File: src/rtl/fetch_unit_if.sv
`default_nettype none
// ============================================================================
// Module   : fetch_unit_if
// Brief    : Instruction-memory, redirect and decode-handshake bundle of the
//            fetch front end.
// Revision : 1.0 - initial release
// ============================================================================
interface fetch_unit_if;
    logic [31:0] imem_addr;
    logic [31:0] imem_instr;
    logic        redirect_valid;
    logic [31:0] redirect_pc;
    logic        out_valid;
    logic        out_ready;
    logic [31:0] out_pc;
    logic [31:0] out_instr;
    logic [31:0] out_pc_plus4;
    logic        fault;

    modport slave (
        output imem_addr,
        input  imem_instr,
        input  redirect_valid,
        input  redirect_pc,
        output out_valid,
        input  out_ready,
        output out_pc,
        output out_instr,
        output out_pc_plus4,
        output fault
    );

    modport master (
        input  imem_addr,
        output imem_instr,
        output redirect_valid,
        output redirect_pc,
        input  out_valid,
        output out_ready,
        input  out_pc,
        input  out_instr,
        input  out_pc_plus4,
        input  fault
    );
endinterface
`default_nettype wire

File: src/rtl/fetch_unit.sv
`default_nettype none
// ============================================================================
// Module   : fetch_unit
// Brief    : PC register, instruction-memory address drive and a small
//            {pc, instr} FIFO feeding decode; redirects flush the FIFO.
// Revision : 1.0 - initial release
// ============================================================================
module fetch_unit #(
    parameter logic [31:0] RESET_PC = 32'h0000_0000,
    parameter int          DEPTH    = 2
) (
    input  wire logic    clk,
    input  wire logic    rst_n,
    fetch_unit_if.slave  io
);
    localparam int              c_PW    = $clog2(DEPTH);
    localparam int              c_CW    = c_PW + 1;
    localparam logic [c_CW-1:0] c_DEPTH = c_CW'(DEPTH);

    logic [31:0]     r_pc;
    logic [c_PW-1:0] r_wptr;
    logic [c_PW-1:0] r_rptr;
    logic [c_CW-1:0] r_count;
    logic            r_fault;
    logic [63:0]     r_mem [DEPTH];

    logic            w_pop;
    logic            w_push;
    logic            w_misaligned;

    assign w_pop        = io.out_valid && io.out_ready;
    assign w_push       = !io.redirect_valid && ((r_count < c_DEPTH) || w_pop);
    assign w_misaligned = (io.redirect_pc[1:0] != 2'b00);

    always_ff @(posedge clk or negedge rst_n) begin
        if (!rst_n) begin
            r_pc    <= RESET_PC;
            r_wptr  <= '0;
            r_rptr  <= '0;
            r_count <= '0;
            r_fault <= 1'b0;
        end else if (io.redirect_valid) begin
            // A same-cycle pop is simply absorbed: decode took the head, the rest is dropped.
            r_pc    <= {io.redirect_pc[31:2], 2'b00};
            r_wptr  <= '0;
            r_rptr  <= '0;
            r_count <= '0;
            r_fault <= r_fault | w_misaligned;
        end else begin
            if (w_push) begin
                r_pc   <= r_pc + 32'd4;
                r_wptr <= r_wptr + c_PW'(1);
            end
            if (w_pop) begin
                r_rptr <= r_rptr + c_PW'(1);
            end
            if (w_push && !w_pop) begin
                r_count <= r_count + c_CW'(1);
            end else if (w_pop && !w_push) begin
                r_count <= r_count - c_CW'(1);
            end
        end
    end

    // Storage needs no reset: entries are only visible once count covers them.
    always_ff @(posedge clk) begin
        if (w_push) begin
            r_mem[r_wptr] <= {r_pc, io.imem_instr};
        end
    end

    assign io.imem_addr    = r_pc;
    assign io.out_valid    = (r_count != '0);
    assign io.out_pc       = r_mem[r_rptr][63:32];
    assign io.out_instr    = r_mem[r_rptr][31:0];
    assign io.out_pc_plus4 = io.out_pc + 32'd4;
    assign io.fault        = r_fault;

endmodule
`default_nettype wire

File: src/flat_wrapper.sv
// flat-port wrapper written by rule: the top's interface ports become plain ports
module fetch_unit_flat 
#(
    parameter logic [31:0] RESET_PC = 32'h0000_0000,
    parameter int          DEPTH    = 2
)
  (clk, rst_n, io_imem_addr, io_imem_instr, io_redirect_valid, io_redirect_pc, io_out_valid, io_out_ready, io_out_pc, io_out_instr, io_out_pc_plus4, io_fault);
  fetch_unit_if io_i ();
  input  wire logic clk;
  input  wire logic rst_n;
  output wire logic [$bits(io_i.imem_addr)-1:0] io_imem_addr;
  input wire logic [$bits(io_i.imem_instr)-1:0] io_imem_instr;
  input wire logic [$bits(io_i.redirect_valid)-1:0] io_redirect_valid;
  input wire logic [$bits(io_i.redirect_pc)-1:0] io_redirect_pc;
  output wire logic [$bits(io_i.out_valid)-1:0] io_out_valid;
  input wire logic [$bits(io_i.out_ready)-1:0] io_out_ready;
  output wire logic [$bits(io_i.out_pc)-1:0] io_out_pc;
  output wire logic [$bits(io_i.out_instr)-1:0] io_out_instr;
  output wire logic [$bits(io_i.out_pc_plus4)-1:0] io_out_pc_plus4;
  output wire logic [$bits(io_i.fault)-1:0] io_fault;
  assign io_imem_addr = io_i.imem_addr;
  assign io_i.imem_instr = io_imem_instr;
  assign io_i.redirect_valid = io_redirect_valid;
  assign io_i.redirect_pc = io_redirect_pc;
  assign io_out_valid = io_i.out_valid;
  assign io_i.out_ready = io_out_ready;
  assign io_out_pc = io_i.out_pc;
  assign io_out_instr = io_i.out_instr;
  assign io_out_pc_plus4 = io_i.out_pc_plus4;
  assign io_fault = io_i.fault;
  fetch_unit #(.RESET_PC(RESET_PC), .DEPTH(DEPTH)) u_core (.clk(clk), .rst_n(rst_n), .io(io_i));
endmodule
File: config.mk
export PLATFORM = sky130hd
export DESIGN_NAME = fetch_unit_flat
export DESIGN_NICKNAME = d
export VERILOG_FILES = /design/src/rtl/fetch_unit_if.sv /design/src/rtl/fetch_unit.sv /design/src/flat_wrapper.sv
export SDC_FILE = /design/constraint.sdc
export NUM_CORES = 1
export LEC_CHECK = 0
export CORE_AREA = 3 3 136 112
export CTS_BUF_LIST = sky130_fd_sc_hd__clkbuf_16
export CTS_CLUSTER_SIZE = 8
export DETAILED_ROUTE_END_ITERATION = 7
export DIE_AREA = 0 0 139 115
export GPL_ROUTABILITY_DRIVEN = 0
export PLACE_DENSITY = 0.95
export SLEW_MARGIN = 15
export SYNTH_ARGS = -nofsm -noshare
export SYNTH_HDL_FRONTEND = slang
export SYNTH_SLANG_ARGS = --single-unit
File: constraint.sdc
create_clock -name clk -period 8.5 [get_ports clk]
set_input_delay 1.7 -clock clk [delete_from_list [all_inputs] [get_ports clk]]
set_output_delay 1.7 -clock clk [all_outputs]
set_load 0.02 [all_outputs]
Word-level counts from Yosys, hierarchy flattened
Memories as Yosys holds them, arrays and structs flattened.
Cells that the tools add are included.
Word-level totals
  word-level logic and storage cells: 38
  output and inout bits: 130
  memories: 1
  input port bits: 68
  bits in writable memories: 128
  register bits: 37
Cells by class
  $add $sub $neg: 6
  multiplexer cells: 11
  magnitude comparators: 1
  bitwise gates (word level): 1
  reductions and logical operators: 13
Memories
  u_core.r_mem: words 2, bits a word 64, read ports 1, clocked after Yosys merged registers in 0, write ports 1, RTL line fetch_unit.sv:25  | logic [63:0] r_mem [DEPTH];
Operator list (number)
  $add A32 B3 Y32 const B: 2
  $mux W32: 2
  $reduce_bool A2 Y1: 4
  $mux W1: 6
  $mux W2: 3
  $logic_and A1 B1 Y1: 4
  $logic_not A1 Y1: 3
  $reduce_bool A3 Y1: 1
  $add A1 B1 Y1 const B: 2
  $add A2 B1 Y2 const B: 1
  $lt A2 B2 Y1 const B: 1
  $sub A2 B1 Y2 const B: 1
  $logic_or A1 B1 Y1: 1
  $or A1 B1 Y1: 1

Depth between registers and ports, before layout
Gate-level depths: netlist of the first run.
  word-level depth: 9
  depth in mapped cells: 12
  mapped depth without buffers: 7

Least setup slack after synthesis of the first run
No wires, ideal clock.
  path kind: input to register
  from: in io_redirect_valid
  to: mem u_core.r_mem[1][0], enable pin
  path buffers: 2
  arrival: 6642 ps
  slack: 1287 ps
  setup time: 571 ps
  stages: 3
  data required time: 7929 ps
  cells stage by stage: clkbuf_1 -> clkbuf_1 -> nor3b_1
Between the ends
  longest elaborated chain between the ends: 4
RTL lines
  start, declared: RTL line flat_wrapper.sv:13  | input wire logic [$bits(io_i.redirect_valid)-1:0] io_redirect_valid;
  $logic_not A1 Y1: RTL line fetch_unit.sv:32  | assign w_push = !io.redirect_valid && ((r_count < c_DEPTH) || w_pop);
  $logic_and A1 B1 Y1: RTL line fetch_unit.sv:32
  $mux W1: RTL line fetch_unit.sv:67  | if (w_push) begin
  $mux W1 (implied by the code): RTL line fetch_unit.sv:68  | r_mem[r_wptr] <= {r_pc, io.imem_instr};
  end, declared: RTL line fetch_unit.sv:25
Every way passes these cells.

Final worst setup path of the first run
  from: reg u_core.r_rptr
  to: out io_out_pc_plus4[31]
Between the ends
  longest elaborated chain between the ends: 2
RTL lines
  start, declared: RTL line fetch_unit.sv:22  | logic [c_PW-1:0] r_rptr;
  start signal, assigned: RTL line fetch_unit.sv:55  | r_rptr <= r_rptr + c_PW'(1);
  $mem_v2 Z2 W64
  $add A32 B3 Y32: RTL line fetch_unit.sv:76  | assign io.out_pc_plus4 = io.out_pc + 32'd4;
  end, declared: RTL line flat_wrapper.sv:19  | output wire logic [$bits(io_i.out_pc_plus4)-1:0] io_out_pc_plus4;
Every way passes these cells.

==> run_results.csv, run 1 <==
group,metric,value,unit
sta,rsz0062_at_grt,"no",
critical_path,critical-path-slowest-cell,"dfrtp_4",
final_layout,stdcell_area,9836,um2
logic_synthesis,avgSynthCellArea,13.71,um2
global_route,grtUsageMet3,0.05738,
global_route,grt_pass1_vias,5117,
sta,setup_slack,2.903,ns
sta,timing.final.crit_share,0.6585,
critical_path,path_max_fanout,63,
die,chipHeight,115,um
global_route,grt_start_max_net_pins,64,
clock_network,cts_hold_buf,0,
clock_network,clockBufferDepth,2,
routing,ant_nets,0,
sta,final.setup.tns,0,ns
final_layout,seq_area,4603,um2
logic_synthesis,synthTopCellsByCount,"124 x edfxtp_1, 59 x nand2_1, 54 x mux2_2",
clock_network,insertion_delay,0.42,ns
routing,wl,18000,um
clock_network,clockRootBuffer,"clkbuf_16",
logic_synthesis,synth_edf_count,124,
logic_synthesis,async_reset_ff_frac,0.2201,
global_route,grt-ovfl-total,0,
global_route,gr-usage-met2,0.3617,
clock_network,cts_tree,"built",
critical_path,cp.depth,7,
critical_path,critical_path_arrival,3.90,ns
logic_synthesis,syn_area,7223,um2
logic_synthesis,seq_area_frac_synth,0.6368,
clock_network,cts_made_buffers,17,
critical_path,rr_worst_depth,3,
sta,slew_violations,0,
worst_hold_path,hold_path.class,"flop to flop",
critical_path,path_cells,"buf_4, nand4_1, a22oi_2, nand3_2, nor4_1, xor2_1, clkdlybuf4s50_1",
routing,drcViolationCount,0,
global_route,grt_pass1_wl,28130,um
sta,period_needed,5.597,ns
sta,setup_viol,0,
global_route,track_usage,0.2286,
power,p_total,2.169,mW
global_route,use_met1,0.3062,
final_layout,multi_input_area,2464,um2
logic_synthesis,synth_top_area_frac,0.5155,
critical_path,cp.required,6.80,ns
final_layout,n_fill_cell,907,
worst_hold_path,holdPathStages,1,
logic_synthesis,ys_warn_count,0,
logic_synthesis,synth_flop_cell,"edfxtp_1",
logic_synthesis,ys_ff_latch,159,
power,p_leak,3.532,nW
routing,first_pass_iters,5,
placement,io_buffers,191,
logic_synthesis,netlist_top_cells_area,"edfxtp_1 52%, dfrtp_1 12%, mux2_2 8.4%",
global_route,antenna_found_initial,0,
sta,fin_worst_skew,0.006407,ns
logic_synthesis,yosysMostFrequentCell,"edfxtp_1",
placement,place_ws,3.354,ns
logic_synthesis,post_synth_inst_count,527,
final_layout,syn_to_final_growth,36.17,%
global_route,grt.busiest_layer,"met2",
critical_path,endpoint_kind,"output port",
routing,via_per_inst,5.574,
critical_path,start_kind,"flop",
clock_network,ctsResizeCount,0,
sta,fmax,0.1787,GHz
sta,worstMarginPinSlew,1.054,ns
die,floorplan.initialDensity,0.5140,
routing,vias,5117,
logic_synthesis,yosys.area.top_type,"edfxtp_1",
critical_path,cpLargestDelayFamily,"buffers and inverters",
power,ir_drop,0.1444,mV
final_layout,utilization,0.6999,
placement,placed_area,9271,um2
logic_synthesis,synth.distinct_cells,45,
sta,max-slew-margin-rel,0.2972,
clock_network,htreeDepth,4,
sta,finalHoldViolCount,0,
die,core,14050,um2
run,max-cap-violations,0,
critical_path,crit_type,"flop to output port",
critical_path,worst-path-buf-inv,2,
routing,drtIter0Drc,453,
placement,dp_hpwl,12670,um
die,ios,198,
power,power.density,220.5,nW/um2
final_layout,drive_gt1_frac,0.1335,
clock_network,path_clk_slew,0.06,ns
die,fp-row-count,39,
final_layout,n_antenna_cell,0,
outcome,status,"completed",
routing,wire_per_inst,19.61,um
die,die_w,139,um
die,die_area,15990,um2
critical_path,max_stage_delay,0.67,ns
clock_network,clock_sinks,159,
clock_network,cts_setup_buffers,0,
final_layout,nets,791,
cells in the final DEF (no fill, tap or decap), types with 6 or more instances in the layout:
cell             instances
inv_1                   15
nand4_1                 21
o21ai_0                 29
and3_1                   8
clkdlybuf4s50_1        190
xor2_1                  29
mux2i_1                 10
mux2_2                  54
nor2_1                  13
clkbuf_16               17
conb_1                   6
xnor2_1                 30
nand2_1                 59
nor3_1                   6
dfrtp_1                 34
edfxtp_1               124
nand3_1                 20
and2_1                   8
cells by family after synthesis:
group	share of synthesized area
and+or+nand+nor	0.1266
adders and majority gates	0.003464
xor gates and xnor gates	0.07154
other	0.0005192
buffers and inverters	0.02616
AOI/OAI and AO/OA	0.03689
DFF	0.6368
muxes	0.09804
per-stage QoR:
step           hold WS [ns]  std cells
2_1_floorplan        0.4983        532
3_3_place_gp         0.4481        886
3_5_place_dp         0.4600        886
4_1_cts              0.4735        918
5_1_grt              0.4800        918
6_report             0.4705        918
worst register-to-register path: stages, from the launching register on:
cell and delay, ns:
dfrtp_1 0.41, nor2b_1 0.23, nor3_2 0.71, buf_4 0.70
cell type report:
cell class / instances / share of cell area
Inverter: 10 / 0.003816
Sequential cell: 159 / 0.4680
Clock buffer: 17 / 0.04325
Multi-Input combinational cell: 338 / 0.2505
Clock inverter: 15 / 0.01412
Timing Repair Buffer: 195 / 0.1969
Tap cell: 184 / 0.02341
flip-flops by register name, summed over array words and instances, names as in the netlist:
signal	cells
u_core.io.fault	1
u_core.io.imem_addr	30
u_core.r_count	2
u_core.r_mem	124
u_core.r_rptr	1
u_core.r_wptr	1
where the power goes:
part / internal [mW] / switching [mW]
sequential: 0.911 / 0.0564
clock: 0.449 / 0.278
combinational: 0.227 / 0.247
total: 1.59 / 0.581
final timing paths:
| check | to | slack (ns) | startpoint |
|---|---|---|---|
| setup / recovery | io_out_pc_plus4[31] | 2.90 | u_core.r_rptr |
| hold / removal | u_core.io.fault | 0.47 | u_core.io.fault |
| setup reg to reg | u_core.r_mem[0][20] | 5.99 | u_core.r_count[1] |
| hold reg to reg | u_core.io.fault | 0.47 | u_core.io.fault |
| max in group asynchronous | u_core.r_rptr | 6.41 | rst_n |
| min in group asynchronous | u_core.io.imem_addr[26] | 1.70 | rst_n |
per-layer routing:
| layer | share of wire | up-vias |
|---|---|---|
| met4 | 0.028 | 0 |
| met2 | 0.47 | 262 |
| li1 | - | 2316 |
| met3 | 0.078 | 48 |
| met5 | 0 | - |
| met1 | 0.42 | 2491 |
No activity file was read; power rests on OpenSTA's default activity.
==> run 2: changes to the inputs <==
--- a/config.mk
+++ b/config.mk
@@ -5,13 +5,13 @@
 export SDC_FILE = /design/constraint.sdc
 export NUM_CORES = 1
 export LEC_CHECK = 0
-export CORE_AREA = 3 3 136 112
+export CORE_AREA = 3 3 140 115
 export CTS_BUF_LIST = sky130_fd_sc_hd__clkbuf_16
 export CTS_CLUSTER_SIZE = 8
 export DETAILED_ROUTE_END_ITERATION = 7
-export DIE_AREA = 0 0 139 115
+export DIE_AREA = 0 0 143 118
 export GPL_ROUTABILITY_DRIVEN = 0
-export PLACE_DENSITY = 0.95
+export PLACE_DENSITY = 0.92
 export SLEW_MARGIN = 15
 export SYNTH_ARGS = -nofsm -noshare
 export SYNTH_HDL_FRONTEND = slang
==> constraint.sdc (replaced) <==
create_clock -name clk -period 5.15 [get_ports clk]
set_input_delay 1.03 -clock clk [delete_from_list [all_inputs] [get_ports clk]]
set_output_delay 1.03 -clock clk [all_outputs]
set_load 0.02 [all_outputs]
==> run 2 against run 1 <==
  * Worst hold slack gained 0.019 ns
  * Final cell count grew 0.76%
  * Routed wire length grew 2.2%
  * Combinational power grew 67%
  * Cell area grew 0.56%
  * Register-to-register slack lost 3.1 ns
  * Non-clock buffer count grew 2
  * Core utilization shrank 3.4 points
  * Global-route usage shrank 0.76 points
  * Critical path depth is the same
  * Worst setup slack lost 2.3 ns
  * Sequential share of layout area shrank 0.26 points
  * Highest routed layer unchanged
==> run_results.csv, run 2 (same netlist as run 1, synthesis figures left out) <==
group,metric,value,unit
outcome,status,"completed",
routing,wl,18390,um
power,p_leak,3.557,nW
die,floorplan.initialDensity,0.4859,
final_layout,n_fill_cell,1045,
clock_network,cts_hold_buf,0,
final_layout,seq_area,4603,um2
final_layout,largest_register,"u_core.r_mem",
global_route,antenna_found_initial,0,
power,p_total,3.594,mW
global_route,grt_pass1_wl,28540,um
sta,final.setup.tns,0,ns
routing,via_per_inst,5.522,
sta,timing.final.crit_share,0.8805,
power,intPower,2.606,mW
critical_path,endpoint_kind,"output port",
clock_network,ctsResizeCount,0,
die,chipHeight,118,um
routing,vias,5108,
sta,max-slew-margin-rel,0.2919,
placement,dp_cells,893,
final_layout,multi_input_area,2476,um2
global_route,grt_pass1_vias,5285,
die,fp-row-count,40,
sta,period_needed,4.535,ns
final_layout,syn_to_final_growth,36.93,%
sta,worstMarginPinSlew,1.062,ns
power,power_frac_clock,0.337,
clock_network,cts_made_buffers,17,
routing,wire_per_inst,19.88,um
final_layout,final_cell_count_no_fill,925,
power,p_seq_frac,0.444,
power,power.density,363.3,nW/um2
critical_path,start_kind,"flop",
clock_network,clock_sinks,159,
power,ir_drop,0.2523,mV
clock_network,cts_tree,"built",
final_layout,nets,793,
critical_path,crit_type,"flop to output port",
routing,drcViolationCount,0,
clock_network,cts_setup_buffers,0,
clock_network,htreeDepth,4,
die,core,14860,um2
power,power_frac_comb,0.219,
sta,finalHoldViolCount,0,
final_layout,drive_gt1_frac,0.1440,
final_layout,largest_reg_flops,124,
routing,ant_nets,0,
sta,slew_violations,0,
run,max-cap-violations,0,
clock_network,path_clk_slew,0.06,ns
die,ios,198,
critical_path,cp.required,4.12,ns
sta,fin_worst_skew,0.01008,ns
clock_network,clockRootBuffer,"clkbuf_16",
worst_hold_path,hold_path.class,"flop to flop",
final_layout,final_cell_mix,"190 x clkdlybuf4s50_1, 124 x edfxtp_1, 59 x nand2_1",
power,p_sw_frac,0.2749,
global_route,grt-ovfl-total,0,
routing,drtIter0Drc,480,
die,die_w,143,um
placement,io_buffers,191,
global_route,track_usage,0.2210,
sta,setup_viol,0,
critical_path,critical_path_arrival,3.50,ns
critical_path,path_max_fanout,36,
final_layout,final_common_cell,"clkdlybuf4s50_1",
die,die_area,16870,um2
clock_network,insertion_delay,0.41,ns
placement,dp_hpwl,12950,um
sta,rsz0062_at_grt,"no",
routing,first_pass_iters,5,
final_layout,n_antenna_cell,0,
sta,fmax,0.2205,GHz
power,switchingPower,988.0,uW
global_route,grt_start_max_net_pins,64,
clock_network,clockBufferDepth,2,
run 2: changes by cell type in the layout (fill, tap and decap cells not counted), moves of 2 or more:
cell / before / now
bufinv_16: 3 / 0
clkinv_4: 0 / 2
clkinv_1: 4 / 0
clkbuf_16: 17 / 21
inv_1: 15 / 13
inv_2: 0 / 2
buf_4: 4 / 6
run 2: final timing paths:
check	start	to	slack, ns	cells past startpoint
hold / removal	u_core.io.fault	u_core.io.fault	0.49	1
hold reg to reg	u_core.io.fault	u_core.io.fault	0.49	1
max in group asynchronous	rst_n	u_core.r_rptr	3.74	2
setup / recovery	u_core.r_rptr	io_out_pc_plus4[28]	0.62	7
min in group asynchronous	rst_n	u_core.io.imem_addr[24]	1.04	2
setup reg to reg	u_core.r_count[1]	u_core.r_mem[1][10]	2.88	3
run 2: power by group through the flow:
stage / Combinational [mW] / Sequential (mW) / Clock, mW
floorplan: 0.405 / 1.61 / 0
global placement: 0.771 / 1.61 / 0
detailed placement: 0.788 / 1.62 / 0
CTS: 0.793 / 1.59 / 1.24
global route: 0.833 / 1.61 / 1.29
finish: 0.788 / 1.60 / 1.21
run 2: area by class of cell:
type                       instances  share of cell area
sequential                       159              0.4654
multi-input combinational        338              0.2503
timing repair buffer             197              0.1973
clock buffer                      21             0.05313
tap                              189             0.02391
clock inverter                    11            0.006072
inverter                          10            0.003795
run 2: worst max-delay path: stages, from the launching register on:
cell	delay, ns
dfrtp_4	0.73
buf_4	0.44
nand4_1	0.23
a21oi_4	0.31
nand4_4	0.22
nor4_2	0.34
xor2_1	0.18
clkdlybuf4s50_1	0.62
run 2: metal layers:
layer | GRT usage | up-vias | share of wire
met5 | 0 | - | 0
met4 | 0.1027 | 0 | 0.033
li1 | - | 2323 | -
met1 | 0.2818 | 2491 | 0.39
met2 | 0.3509 | 244 | 0.49
met3 | 0.05971 | 50 | 0.081
run 2: through the flow:
stage	hold slack (ns)	worst slack (ns)	instance area, um2	utilization
after floorplan	0.4983	0.7988	7252	-
after global placement	0.4482	1.144	9305	0.6260
after detailed placement	0.4851	1.054	9305	0.6260
after CTS	0.5016	0.5967	9891	0.6654
after global routing	0.5304	0.3393	9891	0.6654
final	0.4892	0.6153	9891	0.6654
